==> src/rtl/sig_capture_unit_if.sv <==
// Bus-snoop and signature-stream signals of sig_capture_unit.
// master = bus/consumer side (testbench or SoC glue), slave = the capture unit.
interface sig_capture_unit_if;
   logic [31:0] bus_addr_i;
   logic [31:0] bus_wdata_i;
   logic        bus_wr_i;
   logic        sig_valid_o;
   logic [31:0] sig_data_o;
   logic        sig_ready_i;

   modport master (
      output bus_addr_i, bus_wdata_i, bus_wr_i, sig_ready_i,
      input  sig_valid_o, sig_data_o
   );

   modport slave (
      input  bus_addr_i, bus_wdata_i, bus_wr_i, sig_ready_i,
      output sig_valid_o, sig_data_o
   );
endinterface

==> src/rtl/sig_capture_unit.sv <==
// End-of-test signature capture: snoops bus writes into a FWFT FIFO, drains over valid/ready.
// Optional running CRC-32 of accepted words when SIG_CAPTURE_CRC_EN is defined.
module sig_capture_unit #(
   parameter logic [31:0] SIG_ADDR       = 32'h8E000000,
   parameter logic [31:0] HALT_ADDR      = 32'h8F000000,
   parameter int unsigned FIFO_DEPTH     = 16,
   parameter int unsigned TIMEOUT_CYCLES = 0
) (
   input  logic                 clk,
   input  logic                 reset,
   sig_capture_unit_if.slave    bus,
   output logic [15:0]          sig_count_o,
   output logic                 halt_o,
   output logic                 done_o,
   output logic                 overflow_o,
   output logic                 timeout_o,
   output logic [31:0]          crc_o
);

   localparam int unsigned AW       = $clog2(FIFO_DEPTH);
   localparam bit          WD_EN    = (TIMEOUT_CYCLES > 0);
   localparam logic [31:0] WD_LIMIT = 32'(TIMEOUT_CYCLES);
   localparam logic [31:0] WD_LAST  = WD_LIMIT - 32'd1;
   localparam logic [AW:0] OCC_FULL = (AW+1)'(FIFO_DEPTH);

   typedef enum logic [1:0] {ST_RUN, ST_DRAIN, ST_DONE, ST_TIMEOUT} state_e;

   state_e          state_q, state_d;
   logic [31:0]     mem_q [FIFO_DEPTH];
   logic [AW-1:0]   wr_ptr_q, wr_ptr_d;
   logic [AW-1:0]   rd_ptr_q, rd_ptr_d;
   logic [AW:0]     occ_q, occ_d;
   logic [15:0]     cnt_q, cnt_d;
   logic [31:0]     cyc_q, cyc_d;
   logic            halt_q, halt_d;
   logic            done_q, done_d;
   logic            ovf_q, ovf_d;
   logic            to_q, to_d;

   logic empty, full, pop, push, drop, sig_hit, halt_hit, wd_hit, counting;

   always_comb begin
      empty    = (occ_q == '0);
      full     = (occ_q == OCC_FULL);
      pop      = !empty && bus.sig_ready_i;
      sig_hit  = bus.bus_wr_i && (bus.bus_addr_i == SIG_ADDR)  && (state_q == ST_RUN);
      halt_hit = bus.bus_wr_i && (bus.bus_addr_i == HALT_ADDR) && (state_q == ST_RUN);
      // a same-cycle pop frees the slot, so a full FIFO can still take the word
      push     = sig_hit && (!full || pop);
      drop     = sig_hit && full && !pop;
      counting = (state_q == ST_RUN) || (state_q == ST_DRAIN);
      wd_hit   = WD_EN && counting && (cyc_q == WD_LAST);
   end

   always_comb begin
      state_d = state_q;
      case (state_q)
         ST_RUN: begin
            if (halt_hit)    state_d = ST_DRAIN;
            else if (wd_hit) state_d = ST_TIMEOUT;
         end
         ST_DRAIN: begin
            if (empty)       state_d = ST_DONE;
            else if (wd_hit) state_d = ST_TIMEOUT;
         end
         default: state_d = state_q;
      endcase
   end

   always_comb begin
      wr_ptr_d = push ? wr_ptr_q + AW'(1) : wr_ptr_q;
      rd_ptr_d = pop  ? rd_ptr_q + AW'(1) : rd_ptr_q;
      occ_d    = occ_q + (AW+1)'(push) - (AW+1)'(pop);
      cnt_d    = (push && cnt_q != 16'hFFFF) ? cnt_q + 16'd1 : cnt_q;
      // counter parks at the limit so a halt that wins the race never re-fires it
      cyc_d    = (WD_EN && counting && cyc_q != WD_LIMIT) ? cyc_q + 32'd1 : cyc_q;
      halt_d   = halt_q | halt_hit;
      done_d   = (state_d == ST_DONE);
      to_d     = (state_d == ST_TIMEOUT);
      ovf_d    = ovf_q | drop;
   end

   always_ff @(posedge clk) begin
      if (reset) begin
         state_q  <= ST_RUN;
         wr_ptr_q <= '0;
         rd_ptr_q <= '0;
         occ_q    <= '0;
         cnt_q    <= '0;
         cyc_q    <= '0;
         halt_q   <= 1'b0;
         done_q   <= 1'b0;
         ovf_q    <= 1'b0;
         to_q     <= 1'b0;
      end else begin
         state_q  <= state_d;
         wr_ptr_q <= wr_ptr_d;
         rd_ptr_q <= rd_ptr_d;
         occ_q    <= occ_d;
         cnt_q    <= cnt_d;
         cyc_q    <= cyc_d;
         halt_q   <= halt_d;
         done_q   <= done_d;
         ovf_q    <= ovf_d;
         to_q     <= to_d;
      end
   end

   always_ff @(posedge clk) begin
      if (push) mem_q[wr_ptr_q] <= bus.bus_wdata_i;
   end

   assign bus.sig_valid_o = !empty;
   assign bus.sig_data_o  = empty ? '0 : mem_q[rd_ptr_q];
   assign sig_count_o     = cnt_q;
   assign halt_o          = halt_q;
   assign done_o          = done_q;
   assign overflow_o      = ovf_q;
   assign timeout_o       = to_q;

`ifdef SIG_CAPTURE_CRC_EN
   logic [31:0] crc_q, crc_d;

   function automatic logic [31:0] crc32_word(input logic [31:0] crc, input logic [31:0] d);
      logic [31:0] c;
      c = crc;
      for (int i = 31; i >= 0; i--) begin
         if (c[31] ^ d[i]) c = {c[30:0], 1'b0} ^ 32'h04C11DB7;
         else              c = {c[30:0], 1'b0};
      end
      return c;
   endfunction

   always_comb begin
      crc_d = push ? crc32_word(crc_q, bus.bus_wdata_i) : crc_q;
   end

   always_ff @(posedge clk) begin
      if (reset) crc_q <= 32'hFFFFFFFF;
      else       crc_q <= crc_d;
   end

   assign crc_o = crc_q;
`else
   assign crc_o = '0;
`endif

endmodule

==> src/flat_wrapper.sv <==
// flat-port wrapper written by rule: the top's interface ports become plain ports
module sig_capture_unit_flat 
#(
   parameter logic [31:0] SIG_ADDR       = 32'h8E000000,
   parameter logic [31:0] HALT_ADDR      = 32'h8F000000,
   parameter int unsigned FIFO_DEPTH     = 16,
   parameter int unsigned TIMEOUT_CYCLES = 0
)
  (clk, reset, sig_count_o, halt_o, done_o, overflow_o, timeout_o, crc_o, bus_bus_addr_i, bus_bus_wdata_i, bus_bus_wr_i, bus_sig_ready_i, bus_sig_valid_o, bus_sig_data_o);
  sig_capture_unit_if bus_i ();
  input  logic clk;
  input  logic reset;
  output logic [15:0] sig_count_o;
  output logic halt_o;
  output logic done_o;
  output logic overflow_o;
  output logic timeout_o;
  output logic [31:0] crc_o;
  input wire logic [$bits(bus_i.bus_addr_i)-1:0] bus_bus_addr_i;
  input wire logic [$bits(bus_i.bus_wdata_i)-1:0] bus_bus_wdata_i;
  input wire logic [$bits(bus_i.bus_wr_i)-1:0] bus_bus_wr_i;
  input wire logic [$bits(bus_i.sig_ready_i)-1:0] bus_sig_ready_i;
  output wire logic [$bits(bus_i.sig_valid_o)-1:0] bus_sig_valid_o;
  output wire logic [$bits(bus_i.sig_data_o)-1:0] bus_sig_data_o;
  assign bus_i.bus_addr_i = bus_bus_addr_i;
  assign bus_i.bus_wdata_i = bus_bus_wdata_i;
  assign bus_i.bus_wr_i = bus_bus_wr_i;
  assign bus_i.sig_ready_i = bus_sig_ready_i;
  assign bus_sig_valid_o = bus_i.sig_valid_o;
  assign bus_sig_data_o = bus_i.sig_data_o;
  sig_capture_unit #(.SIG_ADDR(SIG_ADDR), .HALT_ADDR(HALT_ADDR), .FIFO_DEPTH(FIFO_DEPTH), .TIMEOUT_CYCLES(TIMEOUT_CYCLES)) u_core (.clk(clk), .reset(reset), .bus(bus_i), .sig_count_o(sig_count_o), .halt_o(halt_o), .done_o(done_o), .overflow_o(overflow_o), .timeout_o(timeout_o), .crc_o(crc_o));
endmodule
==> config.mk <==
export PLATFORM = sky130hd
export DESIGN_NAME = sig_capture_unit_flat
export DESIGN_NICKNAME = d
export VERILOG_FILES = /design/src/rtl/sig_capture_unit_if.sv /design/src/rtl/sig_capture_unit.sv /design/src/flat_wrapper.sv
export SDC_FILE = /design/constraint.sdc
export NUM_CORES = 1
export LEC_CHECK = 0
export ABC_AREA = 1
export CORE_UTILIZATION = 30
export DETAILED_ROUTE_END_ITERATION = 8
export PLACE_DENSITY = 0.52
export RECOVER_POWER = 25
export SLEW_MARGIN = 20
export SYNTH_ARGS = -nofsm -noshare
export SYNTH_HDL_FRONTEND = slang
export SYNTH_SLANG_ARGS = --single-unit
==> constraint.sdc <==
create_clock -name clk -period 4.35 [get_ports clk]
set_input_delay 0.435 -clock clk [delete_from_list [all_inputs] [get_ports clk]]
set_output_delay 0.435 -clock clk [all_outputs]
set_load 0.02 [all_outputs]
# Yosys cells after proc, flatten, opt, wreduce, memory -nomap -nowiden
# Memories as Yosys holds them, arrays and structs flattened. A register that Yosys moved wholly into a read port is not among the register bits.
# Cells that the tools add are included.
[word_totals]
word_cells = 47
ff_bits = 35
output_inout_bits = 85
mem_count = 1
ram_bits = 512
[mem_list]
columns = ["name", "depth", "word_bits", "read_ports", "rd_ports_with_merged_regs", "write_ports", "line", "text"]
rows = [
  ["u_core.mem_q", 16, 32, 1, 1, 1, "sig_capture_unit.sv:29", "logic [31:0] mem_q [FIFO_DEPTH];"],
]
[op_classes]
reduce_logical = 15
bitwise = 2
add_sub_neg = 5
eq_ne = 7
muxes = 8
[op_table]
columns = ["cell", "n"]
rows = [
  ["32-bit == test, second input constant", 2],
  ["32-bit two-way mux", 1],
  ["16-bit by 1-bit adder with 16-bit output, second input constant", 1],
  ["16-bit != test, second input constant", 1],
  ["1-bit logical AND", 9],
  ["4-bit by 1-bit adder with 4-bit output, second input constant", 2],
  ["4-bit two-way mux", 2],
  ["5-bit by 1-bit adder with 5-bit output", 1],
  ["5-bit == test, second input constant", 1],
  ["5-bit zero test", 1],
  ["5-bit by 1-bit subtractor with 5-bit output", 1],
  ["2-bit == test, second input constant", 2],
  ["2-bit two-way mux", 2],
  ["2-bit one-hot mux with 2 select lines", 1],
  ["1-bit zero test", 3],
  ["2-bit by 1-bit == test with 1-bit output, second input constant", 1],
  ["2-bit zero test", 1],
  ["1-bit two-way mux", 2],
  ["1-bit bitwise OR", 2],
  ["1-bit logical OR", 1],
]

# Longest topological paths before layout
# Gate-level depths: netlist (run 1).
[logic_depth]
ltp_word = 7
mapped_depth = 16

# Least setup slack after synthesis (run 1)
# No wires, ideal clock.
[synth_path]
path_type = "input port to flip-flop"
from = "in bus_bus_addr_i[23]"
to = "mem u_core.mem_q[11][0] (enable)"
arrival_time_ps = 2657
path_slack_ps = 1272
setup_time_ps = 421
path_stages = 9
path_cell_list = "nor2_1 > nand2_1 > nor2_2 > nand2_2 > nor2_4 > nand3_4 > inv_2 > nand3_1 > nor2_1"
[synth_between]
elab_chain_len = 6
[synth_rtl]
columns = ["item", "line", "text"]
rows = [
  ["from (decl)", "flat_wrapper.sv:19", "input wire logic [$bits(bus_i.bus_addr_i)-1:0] bus_bus_addr_i;"],
  ["32-bit == test", "sig_capture_unit.sv:46", "sig_hit = bus.bus_wr_i && (bus.bus_addr_i == SIG_ADDR) && (state_q == ST_RUN);"],
  ["1-bit logical AND (2 in a row)", "sig_capture_unit.sv:46", ""],
  ["1-bit logical AND", "sig_capture_unit.sv:49", "push = sig_hit && (!full || pop);"],
  ["via u_core.push", "sig_capture_unit.sv:40", "logic empty, full, pop, push, drop, sig_hit, halt_hit, wd_hit, counting;"],
  ["1-bit two-way mux", "sig_capture_unit.sv:110", "if (push) mem_q[wr_ptr_q] <= bus.bus_wdata_i;"],
  ["1-bit two-way mux (not written as such)", "sig_capture_unit.sv:110", ""],
  ["to (decl)", "sig_capture_unit.sv:29", ""],
]
# The timed path passes the listed nets, and every way through them passes these cells.

==> flow_summary.yaml, run 1 <==
run_status:
  status: "complete, but fails checks"
  violations: "design-rule violations"
logic_synthesis:
  synth_enable_flop_cells: 512
  ys_top_cells_by_count: "edfxtp_1 (512), nor2_1 (375), o21ai_0 (253)"
  synth_top_family_by_area: "compound AO/OA/AOI/OAI gates"
  syn_area_mm2: 0.0222
  synth_cell_type_count: 39
  ys_warn_count: 0
  synth.area.top_cells: "edfxtp_1 (69%), nor2_1 (6.3%), o21ai_0 (5.7%)"
  ys_seq_area_frac: 0.727
  synthSimpleGateAreaFrac: 0.0949
  synth-adder-area-share: 0.00766
  synth_compound_area_frac: 0.125
  yosysMostFrequentCell: "edfxtp_1"
  async_reset_ff_frac: 0
  synth-xor-area-share: 0.00118
  syn_avg_cell_area_um2: 12.7
  synth.mux.area_fraction: 0
  synth_top_area_frac: 0.692
  synth_seq_cells: 551
  synthCells: 1755
  yosys.area.top_type: "edfxtp_1"
  ys.flop_type: "edfxtp_1"
clocking:
  cts_tree: "done"
  clock_latency_ns: 0.63
  postCtsHoldBufs: 0
  cts-buffers-inserted: 57
  cts_resized: 0
  cts_root_buf: "clkbuf_16"
  cts_setup_buffers: 0
  h-tree-depth: 2
  clockBufferDepth: 3
  path_clk_slew_ns: 0.06
  cts_sinks: 551
global_routing:
  antenna_found_initial: 4
  grt_pass1_wl_um: 88200
  grt_max_degree: 208
  first_global_vias: 13979
  track_usage: 0.155
  grt_overflow_total: 0
route:
  avgViaCountPerCell: 4.99
  routed_wl_um: 58700
  drc_errors: 23
  dr.pass1.iters: 7
  drtAntennaViolNets: 0
  vias: 14288
  drtIter0Drc: 1304
  wl_per_cell_um: 20.5
sta:
  final.min_clock_period_ns: 3.90
  hold_violations: 0
  tns_ns: 0
  slew_headroom: 0.313
  period_share: 0.898
  worst_slew_pin_slew_ns: 1.03
  maxSlewViolCount: 0
  grt_setup_unrepaired: "false"
  fin_skew_ns: 0.0306
  finalSetupViolCount: 0
  holdWs_ns: 0.460
  clock.fmax_mhz: 256
  timing.final.ws_setup_ns: 0.445
finish:
  area_delta_synth_final_pct: 19.1
  post-route-cell-area_mm2: 0.0265
  drive_gt1_frac: 0.0834
  layout.nets: 1943
  num_antenna_cells: 0
  fillers: 7033
floorplan:
  coreArea_mm2: 0.0731
  fp-row-count: 99
  start_util: 0.304
  die_x_um: 274
  io-pin-count: 153
  die-area_mm2: 0.0751
  die_y_um: 274
hold_path:
  hold-path-cell-count: 2
  hp-start: "u_core.halt_o$_SDFF_PP0_"
  hold_end: "u_core.halt_o$_SDFF_PP0_"
  min_path_type: "flip-flop to flip-flop"
setup_path:
  start_kind: "flip-flop"
  cp.arrival_ns: 3.47
  r2r_cells: 16
  required_ns: 3.91
  end_kind: "output port"
  worstSetupPathType: "flip-flop to output port"
  rrSetupSlack_ns: 1.50
  r2r-start: "u_core.occ_q[3]$_SDFF_PP0_"
  r2r_end: "u_core.occ_q[4]$_SDFF_PP0_"
  critPathMaxFanout: 85
place:
  placed_cell_area_mm2: 0.0245
  place_congestion: 0.782
  dp_slack_ns: 0.982
  port_buffers: 120
  dp_hpwl_um: 32200
power:
  p_leak_uw: 0.00851
  power_density_mw_per_mm2: 534
  vdd_ir_drop_max_mv: 0.355
  power.total_uw: 14100
flow_run:
  cap_violations: 0
## cell usage in the layout, fill, tap and decap left out, drive strengths merged
cell and instances:
a211oi 1, a21oi 54, a31oi 1, and3 1
buf 39, bufinv 9, clkbuf 64, clkdlybuf4s50 100
clkinv 27, clkinvlp 5, conb 32, dfxtp 39
dlygate4sd3 20, edfxtp 512, fa 1, ha 12
inv 50, nand2 68, nand3 61, nand4 8
nor2 379, nor3 3, nor3b 1, o21a 1
o21ai 285, o21bai 3, o221ai 90, o22ai 38
xnor2 1, xor2 2
## cell families (layout without fill, tap and decap cells)
family                   after synthesis  in the layout
buffers and inverters                193            314
adder cells (fa/ha/maj)               13             13
AND/OR/NAND/NOR                      521            521
AO/OA/AOI/OAI                        473            473
flip-flops                           551            551
other                                  1             32
XOR/XNOR                               3              3
## critical path: stages (launching register included)
cell and delay, ns:
dfxtp_4 0.37, inv_6 0.47, buf_4 0.41, o21ai_0 0.13
o22ai_1 0.13, nor2_1 0.06, nor2_1 0.11, o21ai_1 0.07
a21oi_1 0.36, clkdlybuf4s50_1 0.70
## worst max-delay path by stage
stage | start | to | slack [ns] | cells past startpoint
floorplan | bus_bus_addr_i[23] | u_core.mem_q[11][0]$_DFFE_PP_ | 1.27 | 9
global placement | bus_bus_addr_i[23] | u_core.mem_q[4][5]$_DFFE_PP_ | 1.03 | 11
detailed placement | bus_bus_addr_i[19] | u_core.mem_q[4][28]$_DFFE_PP_ | 0.98 | 11
CTS | flip-flop | bus_sig_data_o[21] | 0.41 | 9
global route | flip-flop | bus_sig_data_o[23] | 0.21 | 9
finish | flip-flop | bus_sig_data_o[23] | 0.45 | 9
## final cells by class
type | instances | area [um2] | area share
multi-input cells | 1042 | 5320 | 0.201
repair buffers | 159 | 1620 | 0.0612
flip-flops and latches | 551 | 16200 | 0.611
clock inverters | 40 | 480 | 0.0182
clock buffers | 64 | 1470 | 0.0557
inverters | 51 | 198 | 0.00747
well taps | 959 | 1200 | 0.0454
## stage by stage
stage	utilization	instances
global route	0.362	2866
finish	0.362	2866
floorplan	-	1786
CTS	0.362	2866
detailed placement	0.335	2762
global placement	0.335	2762
## power breakdown
part           leakage (uW)  internal, uW  switching [uW]
logic               0.00265          1070            2090
registers           0.00492          5820            63.1
clock network      0.000941          2980            2080
## metal layers
metal,vias to the layer above,GRT usage,share of wire
li1,6644,-,-
met1,7096,0.218,0.46
met2,456,0.243,0.46
met3,86,0.0271,0.064
met4,6,0.0466,0.022
met5,-,0,0.00065
## flip-flops by register name, indices dropped and copies added, names as in the netlist, named ones only
name / flops
u_core.done_o: 1
u_core.rd_ptr_q: 4
u_core.overflow_o: 1
u_core.timeout_o: 1
u_core.occ_q: 5
u_core.sig_count_o: 16
u_core.halt_o: 1
u_core.mem_q: 512
u_core.wr_ptr_q: 4
u_core.state_q: 2
Power figures use the tool's default switching activity.
==> run 2: changes to the inputs <==
Settings changed: TNS_END_PERCENT set to 20.
==> results of run 2 <==
The final DEF is identical to that of run 1; final timing and power are the same.
